File: config.mk
export PLATFORM = sky130hd
export DESIGN_NAME = pps_interval_monitor
export DESIGN_NICKNAME = d
export VERILOG_FILES = /design/src/rtl/pps_interval_monitor.sv
export SDC_FILE = /design/constraint.sdc
export NUM_CORES = 1
export LEC_CHECK = 0
export ABC_AREA = 1
export CAP_MARGIN = 25
export CORE_ASPECT_RATIO = 1.4
export CORE_MARGIN = 2
export CORE_UTILIZATION = 51
export CTS_CLUSTER_DIAMETER = 50
export DETAILED_ROUTE_END_ITERATION = 6
export PLACE_DENSITY = 0.77
export SLEW_MARGIN = 20
export SYNTH_ARGS = -nofsm -noshare
export SYNTH_HDL_FRONTEND = slang
export SYNTH_SLANG_ARGS = --single-unit
File: constraint.sdc
create_clock -name clk -period 2.5 [get_ports clk]
set_clock_uncertainty 0.1 [all_clocks]
set_input_delay 0.5 -clock clk [delete_from_list [all_inputs] [get_ports clk]]
set_output_delay 0.5 -clock clk [all_outputs]
set_load 0.02 [all_outputs]
File: src/rtl/pps_interval_monitor.sv
// PPS interval monitor: synchronizes an external PPS, measures clk cycles between rising edges and tracks lock.
// Define PPS_MONITOR_JITTER_EN to add running min/max of accepted intervals (intervalMin/intervalMax).
module pps_interval_monitor #(
  parameter int unsigned CLK_RATE    = 100000000,
  parameter int unsigned TOLERANCE   = 100,
  parameter int unsigned COUNT_WIDTH = 32
) (
  input  logic                   clk,
  input  logic                   rst,
  input  logic                   ppsIn,
  output logic                   ppsStrobe,
  output logic [COUNT_WIDTH-1:0] clkRate,
  output logic                   clkRateStrobe,
  output logic                   ppsValid,
  output logic                   ppsMissing,
  output logic [15:0]            badIntervalCount
`ifdef PPS_MONITOR_JITTER_EN
  ,
  output logic [COUNT_WIDTH-1:0] intervalMin,
  output logic [COUNT_WIDTH-1:0] intervalMax
`endif
);

  localparam logic [COUNT_WIDTH:0] LOW_LIMIT  = (COUNT_WIDTH+1)'(CLK_RATE - TOLERANCE);
  localparam logic [COUNT_WIDTH:0] HIGH_LIMIT = (COUNT_WIDTH+1)'(CLK_RATE + TOLERANCE);

  typedef enum logic [1:0] {IDLE, ARMED, LOCKED, FAULT} state_t;

  state_t                 state_q;
  logic                   sync1_q, sync2_q, delay_q, strobe_q;
  logic [COUNT_WIDTH-1:0] count_q, count_d;
  logic [COUNT_WIDTH-1:0] clkRate_q;
  logic                   rateStrobe_q, valid_q, missing_q;
  logic [15:0]            badCount_q, badCount_d;
  logic [COUNT_WIDTH:0]   measured;
  logic                   inRange, expired, judging, accept, reject;

  // Two-flop synchronizer plus one delay flop; the strobe itself is registered.
  always_ff @(posedge clk) begin
    if (rst) begin
      sync1_q  <= 1'b0;
      sync2_q  <= 1'b0;
      delay_q  <= 1'b0;
      strobe_q <= 1'b0;
    end else begin
      sync1_q  <= ppsIn;
      sync2_q  <= sync1_q;
      delay_q  <= sync2_q;
      strobe_q <= sync2_q & ~delay_q;
    end
  end

  // Measured is one wider than the counter so a saturated counter cannot wrap into range.
  assign measured = {1'b0, count_q} + (COUNT_WIDTH+1)'(1);
  assign inRange  = (measured >= LOW_LIMIT) && (measured <= HIGH_LIMIT);
  assign expired  = measured > HIGH_LIMIT;
  assign judging  = (state_q == ARMED) || (state_q == LOCKED);
  assign accept   = judging && strobe_q && inRange;
  assign reject   = judging && strobe_q && !inRange;

  always_comb begin
    count_d = count_q;
    if (strobe_q) begin
      count_d = '0;
    end else if (count_q != '1) begin
      count_d = count_q + COUNT_WIDTH'(1);
    end
  end

  assign badCount_d = (badCount_q == 16'hFFFF) ? badCount_q : badCount_q + 16'd1;

  always_ff @(posedge clk) begin
    if (rst) begin
      count_q <= '0;
    end else begin
      count_q <= count_d;
    end
  end

  // Lock state machine; every status output is registered alongside the state.
  always_ff @(posedge clk) begin
    if (rst) begin
      state_q      <= IDLE;
      clkRate_q    <= '0;
      rateStrobe_q <= 1'b0;
      valid_q      <= 1'b0;
      missing_q    <= 1'b0;
      badCount_q   <= '0;
    end else begin
      rateStrobe_q <= 1'b0;
      case (state_q)
        IDLE: begin
          if (strobe_q) state_q <= ARMED;
        end
        ARMED, LOCKED: begin
          if (accept) begin
            state_q      <= LOCKED;
            clkRate_q    <= measured[COUNT_WIDTH-1:0];
            rateStrobe_q <= 1'b1;
            valid_q      <= 1'b1;
          end else if (reject) begin
            state_q    <= FAULT;
            badCount_q <= badCount_d;
            valid_q    <= 1'b0;
          end else if (expired) begin
            state_q   <= FAULT;
            missing_q <= 1'b1;
            valid_q   <= 1'b0;
          end
        end
        FAULT: begin
          if (strobe_q) begin
            state_q   <= ARMED;
            missing_q <= 1'b0;
          end
        end
        default: state_q <= IDLE;
      endcase
    end
  end

`ifdef PPS_MONITOR_JITTER_EN
  logic [COUNT_WIDTH-1:0] min_q, max_q;
  logic [COUNT_WIDTH-1:0] measuredTrim;

  assign measuredTrim = measured[COUNT_WIDTH-1:0];

  // The interval that takes ARMED into LOCKED seeds both extremes.
  always_ff @(posedge clk) begin
    if (rst) begin
      min_q <= '0;
      max_q <= '0;
    end else if (accept) begin
      if (state_q == ARMED) begin
        min_q <= measuredTrim;
        max_q <= measuredTrim;
      end else begin
        if (measuredTrim < min_q) min_q <= measuredTrim;
        if (measuredTrim > max_q) max_q <= measuredTrim;
      end
    end
  end

  assign intervalMin = min_q;
  assign intervalMax = max_q;
`endif

  assign ppsStrobe        = strobe_q;
  assign clkRate          = clkRate_q;
  assign clkRateStrobe    = rateStrobe_q;
  assign ppsValid         = valid_q;
  assign ppsMissing       = missing_q;
  assign badIntervalCount = badCount_q;

endmodule
======== After elaboration in Yosys (flattened, before gate mapping) ========
Index checks and enable logic that the tools add are counted.
word-level totals
  flip-flop bits (word level) ............. 89
operators by class
  add/sub/neg operators ................... 3
  magnitude comparators ................... 3
  equal/unequal tests ..................... 11
  multiplexer cells ....................... 14
  bitwise operators ....................... 5
  reductions and logical operators ........ 18
operators with widths
  kind                                                              count
  adder 32 x 1 -> 33 bit, second input constant                     1
  >= comparator 33 x 27 -> 1 bit, second input constant             1
  greater-than comparator 33 x 27 -> 1 bit, second input constant   1
  less-or-equal comparator 33 x 27 -> 1 bit, second input constant  1
  adder 32 x 1 -> 32 bit, second input constant                     1
  != test 32 bit, second input constant                             1
  adder 16 x 1 -> 16 bit, second input constant                     1
  equality test 16 bit, second input constant                       1
  2-to-1 mux 1 bit                                                  8
  2-to-1 mux 2 bit                                                  4
  != test 2 bit, second input constant                              4
  OR reduction 2 bit                                                4
  AND reduction 2 bit                                               3
  AND reduction 5 bit                                               1
  equality test 2 bit, second input constant                        2
  logical AND 1 bit                                                 4
  != test 4 bit, second input constant                              1
  inverter 1 bit                                                    4
  one-hot mux 2 bit (2 select lines)                                1
  AND reduction 4 bit                                               1
  nonzero test 3 bit                                                1
  equality test 2 x 1 -> 1 bit, second input constant               1
  zero test 2 bit                                                   1
  != test 2 x 1 -> 1 bit, second input constant                     1
  5 further kinds                                                   5

======== Longest topological paths before layout ========
  depth in word-level cells ............... 8
  depth in mapped cells ................... 19

======== Worst setup path after synthesis ========
OpenSTA, ideal clock, no wires.
  kind .................................... register -> register
  from .................................... register count_q[0]
  to ...................................... register badCount_q[5], in the netlist badIntervalCount[5]
  data arrival time ....................... 2.296 ns
  path slack .............................. -0.035 ns
  stages on the path, launching flop included .. 20
  buffers on the path ..................... 1
  period minus slack after synthesis ...... 2.535 ns
  cells stage by stage .................... dfxtp_1 ha_1 inv_2 nor2_8 nand2_2 nor2_2 nand2_1 nand2_1 nand2_1 nor2_4 nand2_2 nor2_4 nand3_2 nand3_2 nand2_4 nand2_4 nand3_4 buf_8 nand2_2 a21oi_2
between the ends
  word-level cells in the longest chain between the ends .. 6
RTL lines
  element                                                                                             RTL line  source
  start: declaration                                                                                  31        logic [COUNT_WIDTH-1:0] count_q, count_d;
  start signal: assignment                                                                            76        count_q <= count_d;
  adder 32 x 1 -> 33 bit (*)                                                                          54        assign measured = {1'b0, count_q} + (COUNT_WIDTH+1)'(1);
  >= comparator 33 x 27 -> 1 bit / less-or-equal comparator 33 x 27 -> 1 bit (equally long branches)  55        assign inRange = (measured >= LOW_LIMIT) && (measured <= HIGH_LIMIT);
  logical AND 1 bit (*)                                                                               55
  zero test 1 bit / logical AND 1 bit (equally long branches)                                         59, 58
  logical AND 1 bit / inverter 1 bit (equally long branches)                                          n/a
  AND reduction 4 bit (no source line) (*)                                                            n/a
  end signal: assignment                                                                              103       badCount_q <= badCount_d;
  end: declaration                                                                                    34        logic [15:0] badCount_q, badCount_d;
Every way passes the cells marked *; elsewhere a longest branch is shown, timed or not.
A chain may end at the register's enable or synchronous reset.

======== Worst setup path after layout ========
  from .................................... register count_q[12]
  to ...................................... register clkRate_q[5], in the netlist clkRate[5]
between the ends
  word-level cells in the longest chain between the ends .. 5
RTL lines
  element                                                                                             RTL line  source
  adder 32 x 1 -> 33 bit (*)                                                                          54
  >= comparator 33 x 27 -> 1 bit / less-or-equal comparator 33 x 27 -> 1 bit (equally long branches)  55
  logical AND 1 bit (*)                                                                               55
  logical AND 1 bit (*)                                                                               58        assign accept = judging && strobe_q && inRange;
  AND reduction 2 bit (no source line) (*)                                                            n/a
  end signal: assignment                                                                              98        clkRate_q <= measured[COUNT_WIDTH-1:0];
  end: declaration                                                                                    32        logic [COUNT_WIDTH-1:0] clkRate_q;
Marks and branches as above.

==> qor.csv <==
stage,metric,value,unit
outcome,status,"complete, but fails checks",
outcome,failing checks,negative setup slack,
yosys,number of enable flip-flop cells after synthesis,0,
yosys,post-synthesis cell area,4730,um^2
place,RePlAce Congestion,1.02,
timing,Final setup viols,53,
route,via/cell ratio,5.69,
yosys,synth warn,0,
clock_network,total CTS buffers,9,
clock_network,Worst-Skew Late Latency,0.35,ns
clock_network,Max clock buf depth,2,
yosys,Syn Inst Count,661,
worst_setup_path,RR Endpoint,clkRate[5],
power_and_ir_drop,cell leakage power,0.00292,uW
worst_setup_path,Crit. End Element,register,
finish,Nets,799,
die,Top Ports,55,
worst_setup_path,worst r2r src,count_q[12],
die,Starting Density,52.3,%
yosys,most frequent cell after synthesis,nand2_1,
power_and_ir_drop,Worst VDD drop,0.490,mV
yosys,share of the synthesized area in the top cell type,37.7,%
timing,Worst Tran Pin Value,0.630,ns
finish,area grow syn2layout,44.2,%
die,Die ar.,10100,um^2
yosys,syn nets,667,
clock_network,hold_buf cts,0,
route,DRC Markers,0,
yosys,Synth area leaders,"dfxtp_1 (38%), nand2_1 (13%), inv_1 (6.3%)",
grt,first-pass GRT wire length,23600,um
worst_setup_path,crit path max fanout,9,
worst_setup_path,worst reg2reg path depth,19,
grt,Total Routing Usage GR,29.2,%
yosys,"Seq/Total Area, Yosys",37.7,%
min_path,WHS Endpoint,ppsStrobe,
clock_network,CTS tree,built,
finish,n_diodes,0,
timing,FMAX,359,MHz
min_path,Worst Hold Depth,1,
worst_setup_path,WS Path Type,reg -> reg,
grt,largest net degree at the start of global routing,20,
route,Initial DRT Pass Iterations,5,
timing,RSZ-0062 raised after global routing,true,
die,# rows,41,
grt,initial antenna violation count,0,
yosys,Most used DFF post-synth,dfxtp_1,
route,via count,5145,
clock_network,root buf cell,clkbuf_16,
clock_network,H-tree depth,3,
yosys,Syn Area/Cell,7.15,um^2
worst_setup_path,R2R setup slack,-0.29,ns
yosys,commonest cells in the netlist,"nand2_1 (158), dfxtp_1 (89), inv_1 (79), nor2_1 (79), nand3_1 (46)",
clock_network,total clock sinks,89,
die,Die Wd,85.4,um
timing,Final WS setup,-0.287,ns
clock_network,"Clk pin slew, worst setup/hold paths",0.07,ns
finish,post-route cell area,6820,um^2
place,DP Area,5850,um^2
route,DR iter-0 viols,446,
timing,relative slew slack,57.7,%
timing,final hold violations,0,
die,Die H,118,um
grt,via count of the first global-routing pass,5044,
place,Post-DP HPWL,9620,um
power_and_ir_drop,pwr/cell area,426,nW/um^2
power_and_ir_drop,total power,2900,uW
die,core region area,9030,um^2
job,max_cap viols,0,
route,post-route antenna net violation count,0,
worst_setup_path,crit path DAT,2.97,ns
route,WL/cell,17.4,um
yosys,post-synth top area cell,dfxtp_1,
worst_setup_path,Startpoint Class,register,
min_path,worst hold start,delay_q,
yosys,"FFs w/ async S/R, synth",0,%
timing,fin crit share,111,%
timing,Pins Over Slew Limit,0,
route,Routed WL,15800,um
yosys,synth unique cells,34,
grt,total grt overflow,0,
place,port bufs,54,
timing,final period demand of the worst path,2.79,ns
finish,layout cells sized above 1,32.6,%
yosys,Seq cells post-synth,89,
worst_setup_path,Critical Path RT,2.68,ns
min_path,HP Class,reg -> reg,
==> cell families after synthesis <==
family	count (synthesis)	share of synthesized area, %
fa+ha+maj	3	0.794
buf+inv	105	9.37
simple gates	375	39.8
compound gates	70	8.84
flops	89	37.7
xor+xnor	19	3.52
==> metal layers <==
metal,up-vias,share of wire (%),wire length [um],global-route usage (%)
met2,294,53,8290,53.2
met5,-,0,0,0
li1,2369,-,-,-
met4,0,6.7,1050,17.5
met1,2383,34,5430,29.8
met3,99,6.2,979,6.03
==> cells in the final DEF (no fill, tap or decap), drive strengths merged <==
cell | Yosys | layout
o21bai | 1 | 1
inv | 85 | 88
o21a | 11 | 11
dfxtp | 89 | 89
nand4 | 26 | 26
xnor2 | 5 | 5
clkinv | 2 | 4
nand2 | 181 | 181
xor2 | 14 | 14
clkdlybuf4s50 | 0 | 54
clkbuf | 11 | 10
ha | 3 | 3
clkinvlp | 0 | 2
a21oi | 36 | 36
buf | 7 | 83
nor2 | 101 | 101
nand3 | 51 | 52
o21ai | 22 | 22
nand3b | 8 | 8
and2 | 2 | 2
and3 | 1 | 1
nor3 | 5 | 5
==> timing repair <==
action	in CTS	in global routing
pin swaps	40	30
cloned	2	1
setup endpoints to repair	51	53
setup buffers	11	4
hold endpoints to repair	0	0
gates resized for setup	95	49
==> flip-flops by register name (all words and copies together) (netlist names) <==
| signal | cells |
|---|---|
| clkRate | 32 |
| clkRateStrobe | 1 |
| sync1_q | 1 |
| sync2_q | 1 |
| ppsMissing | 1 |
| ppsStrobe | 1 |
| ppsValid | 1 |
| badIntervalCount | 16 |
| state_q | 2 |
| delay_q | 1 |
| count_q | 32 |
==> worst max-delay path, cell delays in order (launching register included) <==
cell and delay [ns]:
dfxtp_1 0.38, nand2_1 0.14, nor2_2 0.14, buf_4 0.12
nand2_1 0.10, nor2_2 0.15, nand2_1 0.07, nand2_1 0.09
nand2_2 0.09, nor2_1 0.16, nand2_1 0.15, nor2_4 0.17
nand3_2 0.12, nand3_4 0.11, nand2_4 0.09, nand3_4 0.09
buf_6 0.13, buf_8 0.14, nand3_1 0.09, o21ai_1 0.08
==> where the power goes <==
group / internal (uW) / switching, uW / leakage [uW]
Clock: 697 / 647 / 0.000138
Combinational: 50.7 / 75.3 / 0.00206
Sequential: 1420 / 8.43 / 0.000726
Total: 2170 / 730 / 0.00292
==> through the flow <==
stage                     setup TNS [ns]  std cells  hold WS, ns  utilization, %  setup slack, ns
final                             -13.03        905        0.311            75.5           -0.287
after global routing              -23.08        905        0.323            75.5           -0.493
after CTS                         -0.586        900        0.314            72.8          -0.0523
after detailed placement           -7.59        871        0.295            64.8           -0.238
after global placement             -2.78        871        0.279            64.8           -0.108
after floorplan                        0        661        0.273               -           0.0438
==> final cells by class <==
type                            count  area, um^2
Clock buffer                        9         225
Clock inverter                      7        62.6
Fill cell                         573        2210
Inverter                           87         337
Multi-Input combinational cell    468        2930
Sequential cell                    89        1810
Tap cell                          107         134
Timing Repair Buffer              138        1320
==> how the worst max path moves through the flow <==
stage                           start                    to  slack, ns
after global routing       count_q[0]            clkRate[5]      -0.49
after detailed placement   count_q[1]  badIntervalCount[14]      -0.24
after floorplan            count_q[0]   badIntervalCount[5]       0.04
final                     count_q[12]            clkRate[5]      -0.29
after CTS                  count_q[1]            state_q[0]      -0.05
after global placement     count_q[1]  badIntervalCount[13]      -0.11
Note: power is estimated with default switching activity, not from simulation.
